--- src/rtl/core_seq_ctrl.sv ---
// Multi-cycle fetch/execute/writeback sequencer for the NPC core.
// Owns the PC and instruction register; halts permanently on ebreak or any fetch or jump fault.
module core_seq_ctrl #(
    parameter int                   PC_SIZE    = 32,
    parameter logic [PC_SIZE-1:0]   RESET_PC   = PC_SIZE'(32'h8000_0000),
    parameter int                   TMO_CYCLES = 256,
    parameter int                   CNT_W      = 32
) (
    input  logic                clk,
    input  logic                rst,
    output logic                o_imem_req_valid,
    input  logic                i_imem_req_ready,
    output logic [PC_SIZE-1:0]  o_imem_addr,
    input  logic                i_imem_rsp_valid,
    input  logic [31:0]         i_imem_rsp_data,
    input  logic                i_imem_rsp_err,
    output logic [31:0]         o_instr,
    output logic [PC_SIZE-1:0]  o_pc,
    output logic                o_prdt_taken,
    output logic                o_exu_valid,
    input  logic                i_exu_done,
    input  logic                i_ebreak,
    input  logic                i_rdwen,
    input  logic                i_redirect_valid,
    input  logic [PC_SIZE-1:0]  i_redirect_pc,
    output logic                o_wb_en,
    output logic [CNT_W-1:0]    o_instret,
    output logic                o_halt,
    output logic [2:0]          o_halt_code
);

    localparam int WD_W = (TMO_CYCLES > 2) ? $clog2(TMO_CYCLES) : 1;
    localparam logic [WD_W-1:0] WD_LAST = WD_W'(TMO_CYCLES - 1);
    localparam logic [31:0] NOP = 32'h0000_0013;

    localparam logic [2:0] HC_EBREAK    = 3'd1;
    localparam logic [2:0] HC_FETCH_ERR = 3'd2;
    localparam logic [2:0] HC_FETCH_TMO = 3'd3;
    localparam logic [2:0] HC_MISALIGN  = 3'd4;

    typedef enum logic [2:0] {
        S_IDLE,
        S_FETCH_REQ,
        S_FETCH_WAIT,
        S_EXEC,
        S_WB,
        S_HALT
    } state_t;

    state_t             state_reg,     state_next;
    logic [PC_SIZE-1:0] pc_reg,        pc_next;
    logic [PC_SIZE-1:0] npc_reg,       npc_next;
    logic [31:0]        ir_reg,        ir_next;
    logic [CNT_W-1:0]   instret_reg,   instret_next;
    logic [WD_W-1:0]    wdog_reg,      wdog_next;
    logic [2:0]         halt_code_reg, halt_code_next;
    logic               rdwen_reg,     rdwen_next;
    logic               fetch_tmo;

    always_ff @(posedge clk or negedge rst) begin
        if (!rst) begin
            state_reg     <= S_IDLE;
            pc_reg        <= RESET_PC;
            npc_reg       <= RESET_PC;
            ir_reg        <= NOP;
            instret_reg   <= '0;
            wdog_reg      <= '0;
            halt_code_reg <= '0;
            rdwen_reg     <= 1'b0;
        end else begin
            state_reg     <= state_next;
            pc_reg        <= pc_next;
            npc_reg       <= npc_next;
            ir_reg        <= ir_next;
            instret_reg   <= instret_next;
            wdog_reg      <= wdog_next;
            halt_code_reg <= halt_code_next;
            rdwen_reg     <= rdwen_next;
        end
    end

    // Watchdog is zero whenever a fetch starts, so it needs no explicit entry clear.
    assign fetch_tmo = (wdog_reg == WD_LAST);

    always_comb begin
        state_next     = state_reg;
        pc_next        = pc_reg;
        npc_next       = npc_reg;
        ir_next        = ir_reg;
        instret_next   = instret_reg;
        wdog_next      = '0;
        halt_code_next = halt_code_reg;
        rdwen_next     = rdwen_reg;

        case (state_reg)
            S_IDLE: begin
                state_next = S_FETCH_REQ;
            end
            S_FETCH_REQ: begin
                wdog_next = wdog_reg + WD_W'(1);
                if (fetch_tmo) begin
                    state_next     = S_HALT;
                    halt_code_next = HC_FETCH_TMO;
                end else if (i_imem_req_ready) begin
                    state_next = S_FETCH_WAIT;
                end
            end
            S_FETCH_WAIT: begin
                wdog_next = wdog_reg + WD_W'(1);
                // A response in the final watchdog cycle still counts.
                if (i_imem_rsp_valid) begin
                    if (i_imem_rsp_err) begin
                        state_next     = S_HALT;
                        halt_code_next = HC_FETCH_ERR;
                    end else begin
                        ir_next    = i_imem_rsp_data;
                        state_next = S_EXEC;
                    end
                end else if (fetch_tmo) begin
                    state_next     = S_HALT;
                    halt_code_next = HC_FETCH_TMO;
                end
            end
            S_EXEC: begin
                if (i_exu_done) begin
                    if (i_ebreak) begin
                        state_next     = S_HALT;
                        halt_code_next = HC_EBREAK;
                        instret_next   = instret_reg + CNT_W'(1);
                    end else if (i_redirect_valid && (i_redirect_pc[1:0] != 2'b00)) begin
                        state_next     = S_HALT;
                        halt_code_next = HC_MISALIGN;
                    end else begin
                        npc_next   = i_redirect_valid ? i_redirect_pc : (pc_reg + PC_SIZE'(4));
                        rdwen_next = i_rdwen;
                        state_next = S_WB;
                    end
                end
            end
            S_WB: begin
                pc_next      = npc_reg;
                instret_next = instret_reg + CNT_W'(1);
                state_next   = S_FETCH_REQ;
            end
            S_HALT: begin
                state_next = S_HALT;
            end
            default: begin
                state_next = S_IDLE;
            end
        endcase
    end

    assign o_imem_req_valid = (state_reg == S_FETCH_REQ);
    assign o_imem_addr      = pc_reg;
    assign o_instr          = ir_reg;
    assign o_pc             = pc_reg;
    assign o_prdt_taken     = 1'b0;
    assign o_exu_valid      = (state_reg == S_EXEC);
    assign o_wb_en          = (state_reg == S_WB) && rdwen_reg;
    assign o_instret        = instret_reg;
    assign o_halt           = (state_reg == S_HALT);
    assign o_halt_code      = halt_code_reg;

endmodule

--- config.mk ---
export PLATFORM = sky130hd
export DESIGN_NAME = core_seq_ctrl
export DESIGN_NICKNAME = d
export VERILOG_FILES = /design/src/rtl/core_seq_ctrl.sv
export SDC_FILE = /design/constraint.sdc
export NUM_CORES = 1
export LEC_CHECK = 0
export ABC_AREA = 1
export CAP_MARGIN = 20
export CORE_ASPECT_RATIO = 1.75
export CORE_MARGIN = 5
export CORE_UTILIZATION = 30
export DETAILED_ROUTE_END_ITERATION = 8
export SLEW_MARGIN = 10
export SYNTH_ARGS = -nofsm -noshare
export SYNTH_HDL_FRONTEND = slang
export SYNTH_SLANG_ARGS = --single-unit
--- constraint.sdc ---
create_clock -name clk -period 2.2 [get_ports clk]
set_clock_uncertainty 0.1 [all_clocks]
set_input_delay 0.44 -clock clk [delete_from_list [all_inputs] [get_ports clk]]
set_output_delay 0.44 -clock clk [all_outputs]
set_load 0.01 [all_outputs]
==> results of run 1 <==
## power by group through the flow
stage / clock, W / sequential, W / combinational (W)
6_report: 0.00294 / 0.00458 / 0.00519
5_1_grt: 0.00314 / 0.00471 / 0.00574
3_5_place_dp: 0 / 0.00461 / 0.00527
3_3_place_gp: 0 / 0.00460 / 0.00523
4_1_cts: 0.00304 / 0.00459 / 0.00528
2_1_floorplan: 0 / 0.00466 / 0.00255
## metal layers
layer,vias to the layer above,track usage [%],part of all wire (%)
met2,220,32.1,55
met3,54,4.21,5.0
met5,-,0,0.052
met4,2,9.93,4.5
met1,3444,16.6,35
li1,3748,-,-
## stage by stage
stage / instances / utilization [%] / TNS, ns
global placement: 1580 / 40.0 / -0.0253
global route: 1613 / 42.4 / 0
detailed placement: 1580 / 40.0 / -0.00184
floorplan: 1088 / - / 0
CTS: 1613 / 42.4 / 0
finish: 1613 / 42.4 / 0
## Yosys cell counts (3+ instances only)
master    instances
nor2_1          186
nand3b_1          7
clkbuf_1          9
buf_4            34
inv_1            82
buf_2            15
a31oi_1           3
nor3_1            5
a21oi_1          55
nand3_1          66
o211ai_1          3
xnor2_1          14
dfstp_2           5
o21ai_0          30
nand2_1         398
xor2_1            4
nand2_2           3
nor2_2            5
dfrtp_1         138
nand4_1           5
inv_2             5
ha_1              3
## cell families (layout without fill, tap and decap cells)
logic type,after synthesis,count (layout),share of synthesized area (%)
and+or+nand+nor,678,678,35.1
DFF,143,143,46.3
other,1,1,0.0485
adders and majority gates,3,3,0.485
AOI/OAI and AO/OA,94,94,6.35
buffers and inverters,149,358,9.33
muxes,2,2,0.291
xor gates and xnor gates,18,18,2.04
## path summary, 6_finish.rpt
path / start / end / slack (ns) / cells after the start
hold / removal: o_instr[0]$_DFFE_PN1N_ / o_instr[0]$_DFFE_PN1N_ / 0.37 / 2
setup reg to reg: o_imem_addr[2]$_DFFE_PN0N_ / npc_reg[26]$_DFFE_PN0P_ / 0.26 / 10
setup / recovery: o_imem_addr[27]$_DFFE_PN0N_ / o_pc[27] / 0.1 / 1
max in group asynchronous: rst / o_instr[0]$_DFFE_PN1N_ / 0.99 / 3
hold reg to reg: o_instr[0]$_DFFE_PN1N_ / o_instr[0]$_DFFE_PN1N_ / 0.37 / 2
min in group asynchronous: rst / rdwen_reg$_DFFE_PN0P_ / 0.39 / 2
## final cells by class
| type | count | area (µm²) |
|---|---|---|
| Clock inverter | 13 | 151 |
| Sequential cell | 143 | 3580 |
| Inverter | 88 | 332 |
| Fill cell | 2612 | 14600 |
| Tap cell | 316 | 395 |
| Timing Repair Buffer | 238 | 2390 |
| Clock buffer | 19 | 443 |
| Multi-Input combinational cell | 796 | 3440 |
## repair_timing
item | in CTS | in global routing
gates resized for setup | 7 | 4
hold buffers | 1 | 0
setup endpoints to repair | 4 | 3
hold endpoints to repair | 28 | 0
cloned | 0 | 0
==> flow_metrics.py, run 1 <==
metrics = {
    "outcome": {
        "status": "completed",
    },
    "yosys": {
        "synth_top_area_share_pct": 44.6,
        "yosys.area.top_type": "dfrtp_1",
        "netlist_instances": 1088,
        "synth-edff-count": 0,
        "synth_cell_type_count": 33,
        "synth_warnings": 0,
        "async_reset_ff_share_pct": 100,
        "yosysSeqAreaShare_pct": 46.3,
        "ys.flop_type": "dfrtp_1",
        "synth_fp_nets": 1164,
        "netlist_area_um2": 7740,
        "avgSynthCellArea_um2": 7.11,
        "ys_ff_latch": 143,
        "yosys-top-cells-area": "dfrtp_1 45%, nand2_1 19%, nor2_1 9.0%, nand3_1 4.3%, inv_1 4.0%",
    },
    "setup_path": {
        "crit_type": "reg2out",
        "required_ns": 1.66,
        "critical-path-top-delay-family": "buffers and inverters",
        "cp-start-kind": "flip-flop",
        "crit_buf_inv": 1,
        "critPathMaxStageDelay_ns": 0.60,
        "path_max_fanout": 7,
        "critPathArrivalTime_ns": 1.56,
        "cp-end-kind": "output port",
        "crit_chain": "clkdlybuf4s50_1",
        "critPathSlowestCell": "clkdlybuf4s50_1",
    },
    "routing": {
        "vias_per_cell": 4.63,
        "vias": 7468,
        "dr.pass1.iters": 7,
        "drc_errors": 0,
        "drt_iter0_markers": 361,
        "routed_wl_um": 25000,
        "drtAntennaViolNets": 0,
        "wl_per_cell_um": 15.5,
    },
    "floorplan": {
        "initial_core_util_pct": 30.5,
        "die_w_um": 131,
        "ios": 209,
        "die_y_um": 222,
        "fp.coreArea_um2": 25300,
        "dieArea_um2": 29200,
        "row_count": 77,
    },
    "power": {
        "seq_power_share_pct": 36.0,
        "power_w": 0.0127,
        "p_switching_w": 0.00477,
        "p_leak_nw": 4.96,
        "powerDensity_nw_per_um2": 1180,
        "p_int_w": 0.00794,
        "swShare_pct": 37.5,
        "vdd_ir_drop_max_mv": 0.655,
        "clkPwrFrac_pct": 23.2,
        "pwr-share-comb_pct": 40.8,
    },
    "place": {
        "routabilityCongestion": 0.907,
        "port_buffers": 207,
        "pre_cts_ws_ns": -0.00184,
        "postPlaceCellArea_um2": 10100,
        "dp_hpwl_um": 19100,
    },
    "grt": {
        "grtUsageTotal_pct": 17.1,
        "grt_antenna_before_repair": 1,
        "grt_pass1_vias": 7564,
        "grt-ovfl-total": 0,
        "grt_pass1_wl_um": 39500,
        "grt_max_degree": 65,
    },
    "cells_and_area": {
        "final_common_cell": "nand2_1",
        "final_cell_mix": "398 x nand2_1, 202 x clkdlybuf4s50_1, 185 x nor2_1, 138 x dfrtp_1, 81 x inv_1",
        "area_delta_synth_final_pct": 38.8,
        "layout.nets": 1360,
        "design_area_um2": 10700,
        "drive_above_1_share_pct": 7.09,
        "antennaDiodeCount": 0,
    },
    "timing": {
        "worst_slew_pin_slew_ns": 0.528,
        "finalMaxSlewViolations": 0,
        "fin_ws_ns": 0.0975,
        "final_hold_viol_count": 0,
        "timing.hold.ws_ns": 0.368,
        "fin_crit_ns": 2.10,
        "setup_violations": 0,
        "grt_setup_unrepaired": "false",
        "post-route-period-util_pct": 95.6,
        "relSlewSlack_pct": 64.8,
        "max_freq_mhz": 476,
    },
    "run": {
        "max_cap_violations": 0,
    },
    "cts": {
        "postCtsSetupBuffers": 0,
        "insertion_delay_ns": 0.44,
        "cts_tree": "built",
        "cts_max_level": 4,
        "numCtsBuffers": 17,
        "cts-root-buf": "clkbuf_16",
        "cts.reportedPaths.clkPinSlew_ns": 0.06,
        "ctsLongestPathBuffers": 2,
        "clock_sinks": 143,
    },
    "min_path": {
        "min_path_type": "reg2reg",
    },
}
No activity file was read; power rests on OpenSTA's default activity.
==> run 2, diff against run 1 <==
--- a/config.mk
+++ b/config.mk
@@ -11,6 +11,7 @@
 export CORE_MARGIN = 5
 export CORE_UTILIZATION = 30
 export DETAILED_ROUTE_END_ITERATION = 8
+export SKIP_LAST_GASP = 1
 export SLEW_MARGIN = 10
 export SYNTH_ARGS = -nofsm -noshare
 export SYNTH_HDL_FRONTEND = slang
==> run 2 against run 1 <==
Cell count about the same; total power about the same; routed wire length about the same; final area about the same; die area unchanged; worst setup slack about the same; via count down 0.32%; clock power about the same; global-route usage unchanged; core utilization about the same.
==> flow_metrics.py, run 2 (same netlist as run 1, synthesis figures left out) <==
metrics = {
    "grt": {
        "grt-ovfl-total": 0,
        "grt_max_degree": 65,
        "grt_pass1_vias": 7564,
        "grt_antenna_before_repair": 1,
        "grt_pass1_wl_um": 39500,
        "grtUsageTotal_pct": 17.1,
    },
    "cts": {
        "clock_sinks": 143,
        "cts.reportedPaths.clkPinSlew_ns": 0.06,
        "numCtsBuffers": 17,
        "cts-root-buf": "clkbuf_16",
        "cts_tree": "built",
        "cts_max_level": 4,
        "ctsLongestPathBuffers": 2,
        "insertion_delay_ns": 0.44,
    },
    "cells_and_area": {
        "final_cell_mix": "398 x nand2_1, 202 x clkdlybuf4s50_1, 185 x nor2_1, 138 x dfrtp_1, 81 x inv_1",
        "drive_above_1_share_pct": 7.16,
        "layout.nets": 1361,
        "area_delta_synth_final_pct": 38.9,
        "antennaDiodeCount": 0,
        "final_common_cell": "nand2_1",
        "layout.cells.non_filler": 1614,
    },
    "routing": {
        "dr.pass1.iters": 6,
        "drtAntennaViolNets": 0,
        "routed_wl_um": 25000,
        "drc_errors": 0,
        "vias_per_cell": 4.61,
        "drt_iter0_markers": 419,
        "vias": 7444,
        "wl_per_cell_um": 15.5,
    },
    "power": {
        "p_leak_nw": 4.99,
        "powerDensity_nw_per_um2": 1180,
        "vdd_ir_drop_max_mv": 0.656,
    },
    "setup_path": {
        "path_max_fanout": 7,
        "cp-end-kind": "output port",
        "crit_buf_inv": 1,
        "critical-path-top-delay-family": "buffers and inverters",
        "critPathMaxStageDelay_ns": 0.60,
        "cp-start-kind": "flip-flop",
        "critPathSlowestCell": "clkdlybuf4s50_1",
        "timing.rr.start": "o_imem_addr[2]$_DFFE_PN0N_",
        "critPathArrivalTime_ns": 1.56,
        "crit_type": "reg2out",
        "required_ns": 1.66,
        "crit_chain": "clkdlybuf4s50_1",
        "reg2reg_to": "npc_reg[26]$_DFFE_PN0P_",
        "ff2ff_path_depth": 10,
        "r2r_slack_ns": 0.24,
    },
    "timing": {
        "setup_violations": 0,
        "setup_tns_ns": 0,
        "post-route-period-util_pct": 95.6,
        "worst_slew_pin_slew_ns": 0.527,
        "max_freq_mhz": 476,
        "finalMaxSlewViolations": 0,
        "final_hold_viol_count": 0,
        "relSlewSlack_pct": 64.8,
        "fin_ws_ns": 0.0975,
        "grt_setup_unrepaired": "false",
        "fin_crit_ns": 2.10,
    },
    "min_path": {
        "holdPathStages": 2,
        "min_to": "o_instr[0]$_DFFE_PN1N_",
        "hp-start": "o_instr[0]$_DFFE_PN1N_",
        "min_path_type": "reg2reg",
    },
    "floorplan": {
        "row_count": 77,
        "initial_core_util_pct": 30.5,
        "dieArea_um2": 29200,
        "fp.coreArea_um2": 25300,
        "die_y_um": 222,
        "die_w_um": 131,
        "ios": 209,
    },
    "place": {
        "dp_hpwl_um": 19100,
        "dp.cells": 1580,
        "routabilityCongestion": 0.907,
        "port_buffers": 207,
        "pre_cts_ws_ns": -0.00184,
    },
    "outcome": {
        "status": "completed",
    },
    "run": {
        "max_cap_violations": 0,
    },
}
-- run 2: tightest hold or removal path: stages, from the launching register on --
cell     delay (ns)
dfstp_2        0.37
nand2_1        0.05
nand2_1        0.05
-- run 2: cell type report --
| class | instances | area [µm²] |
|---|---|---|
| well taps | 316 | 395 |
| inverters | 88 | 332 |
| multi-input cells | 796 | 3440 |
| fillers | 2613 | 14600 |
| clock inverters | 13 | 151 |
| clock buffers | 19 | 443 |
| repair buffers | 239 | 2400 |
| flip-flops and latches | 143 | 3580 |
-- run 2: repair_timing --
item / 4_1_cts / 5_1_grt
buffers inserted: 0 / 1
gates resized for setup: 6 / 4
cloned: 0 / 0
hold buffers: 1 / 0
endpoints found under the hold margin: 28 / 0
setup endpoints to repair: 4 / 4
-- run 2: worst max-delay path by stage --
| stage | from | to | slack [ns] | cells after the start |
|---|---|---|---|---|
| after floorplan | state_reg[0]$_DFFE_PN0P_ | o_wb_en | 0.49 | 5 |
| after global placement | i_imem_rsp_err | o_halt_code[2]$_DFFE_PN0P_ | -0.03 | 8 |
| after detailed placement | i_imem_rsp_err | o_halt_code[2]$_DFFE_PN0P_ | -0.002 | 8 |
| after CTS | state_reg[0]$_DFFE_PN0P_ | o_halt | -0.20 | 3 |
| after global routing | state_reg[2]$_DFFE_PN0P_ | o_exu_valid | 0.002 | 4 |
| final | o_imem_addr[27]$_DFFE_PN0N_ | o_pc[27] | 0.1 | 1 |
-- run 2: per-layer routing --
layer	share of wire (%)	global-route usage [%]	vias to the layer above	wire [µm]
met2	55	32.1	220	13800
met1	36	16.6	3418	8900
li1	-	-	3750	-
met3	4.8	4.21	54	1200
met4	4.6	9.93	2	1140
met5	0.052	0	-	13
-- run 2: power breakdown --
part           total [W]  internal [W]  switching [W]  leakage [nW]
Sequential       0.00458       0.00362       0.000953          1.79
Clock            0.00294       0.00172        0.00122         0.278
Combinational    0.00520       0.00261        0.00259          2.91
Total             0.0127       0.00795        0.00477          4.99
-- run 2: through the flow --
stage	power (W)	util, %	area, µm²	hold slack (ns)
floorplan	0.00721	-	7740	0.0444
global placement	0.00983	40.0	10100	0.259
detailed placement	0.00988	40.0	10100	0.266
CTS	0.0129	42.4	10700	0.369
global route	0.0136	42.4	10800	0.389
finish	0.0127	42.4	10800	0.368
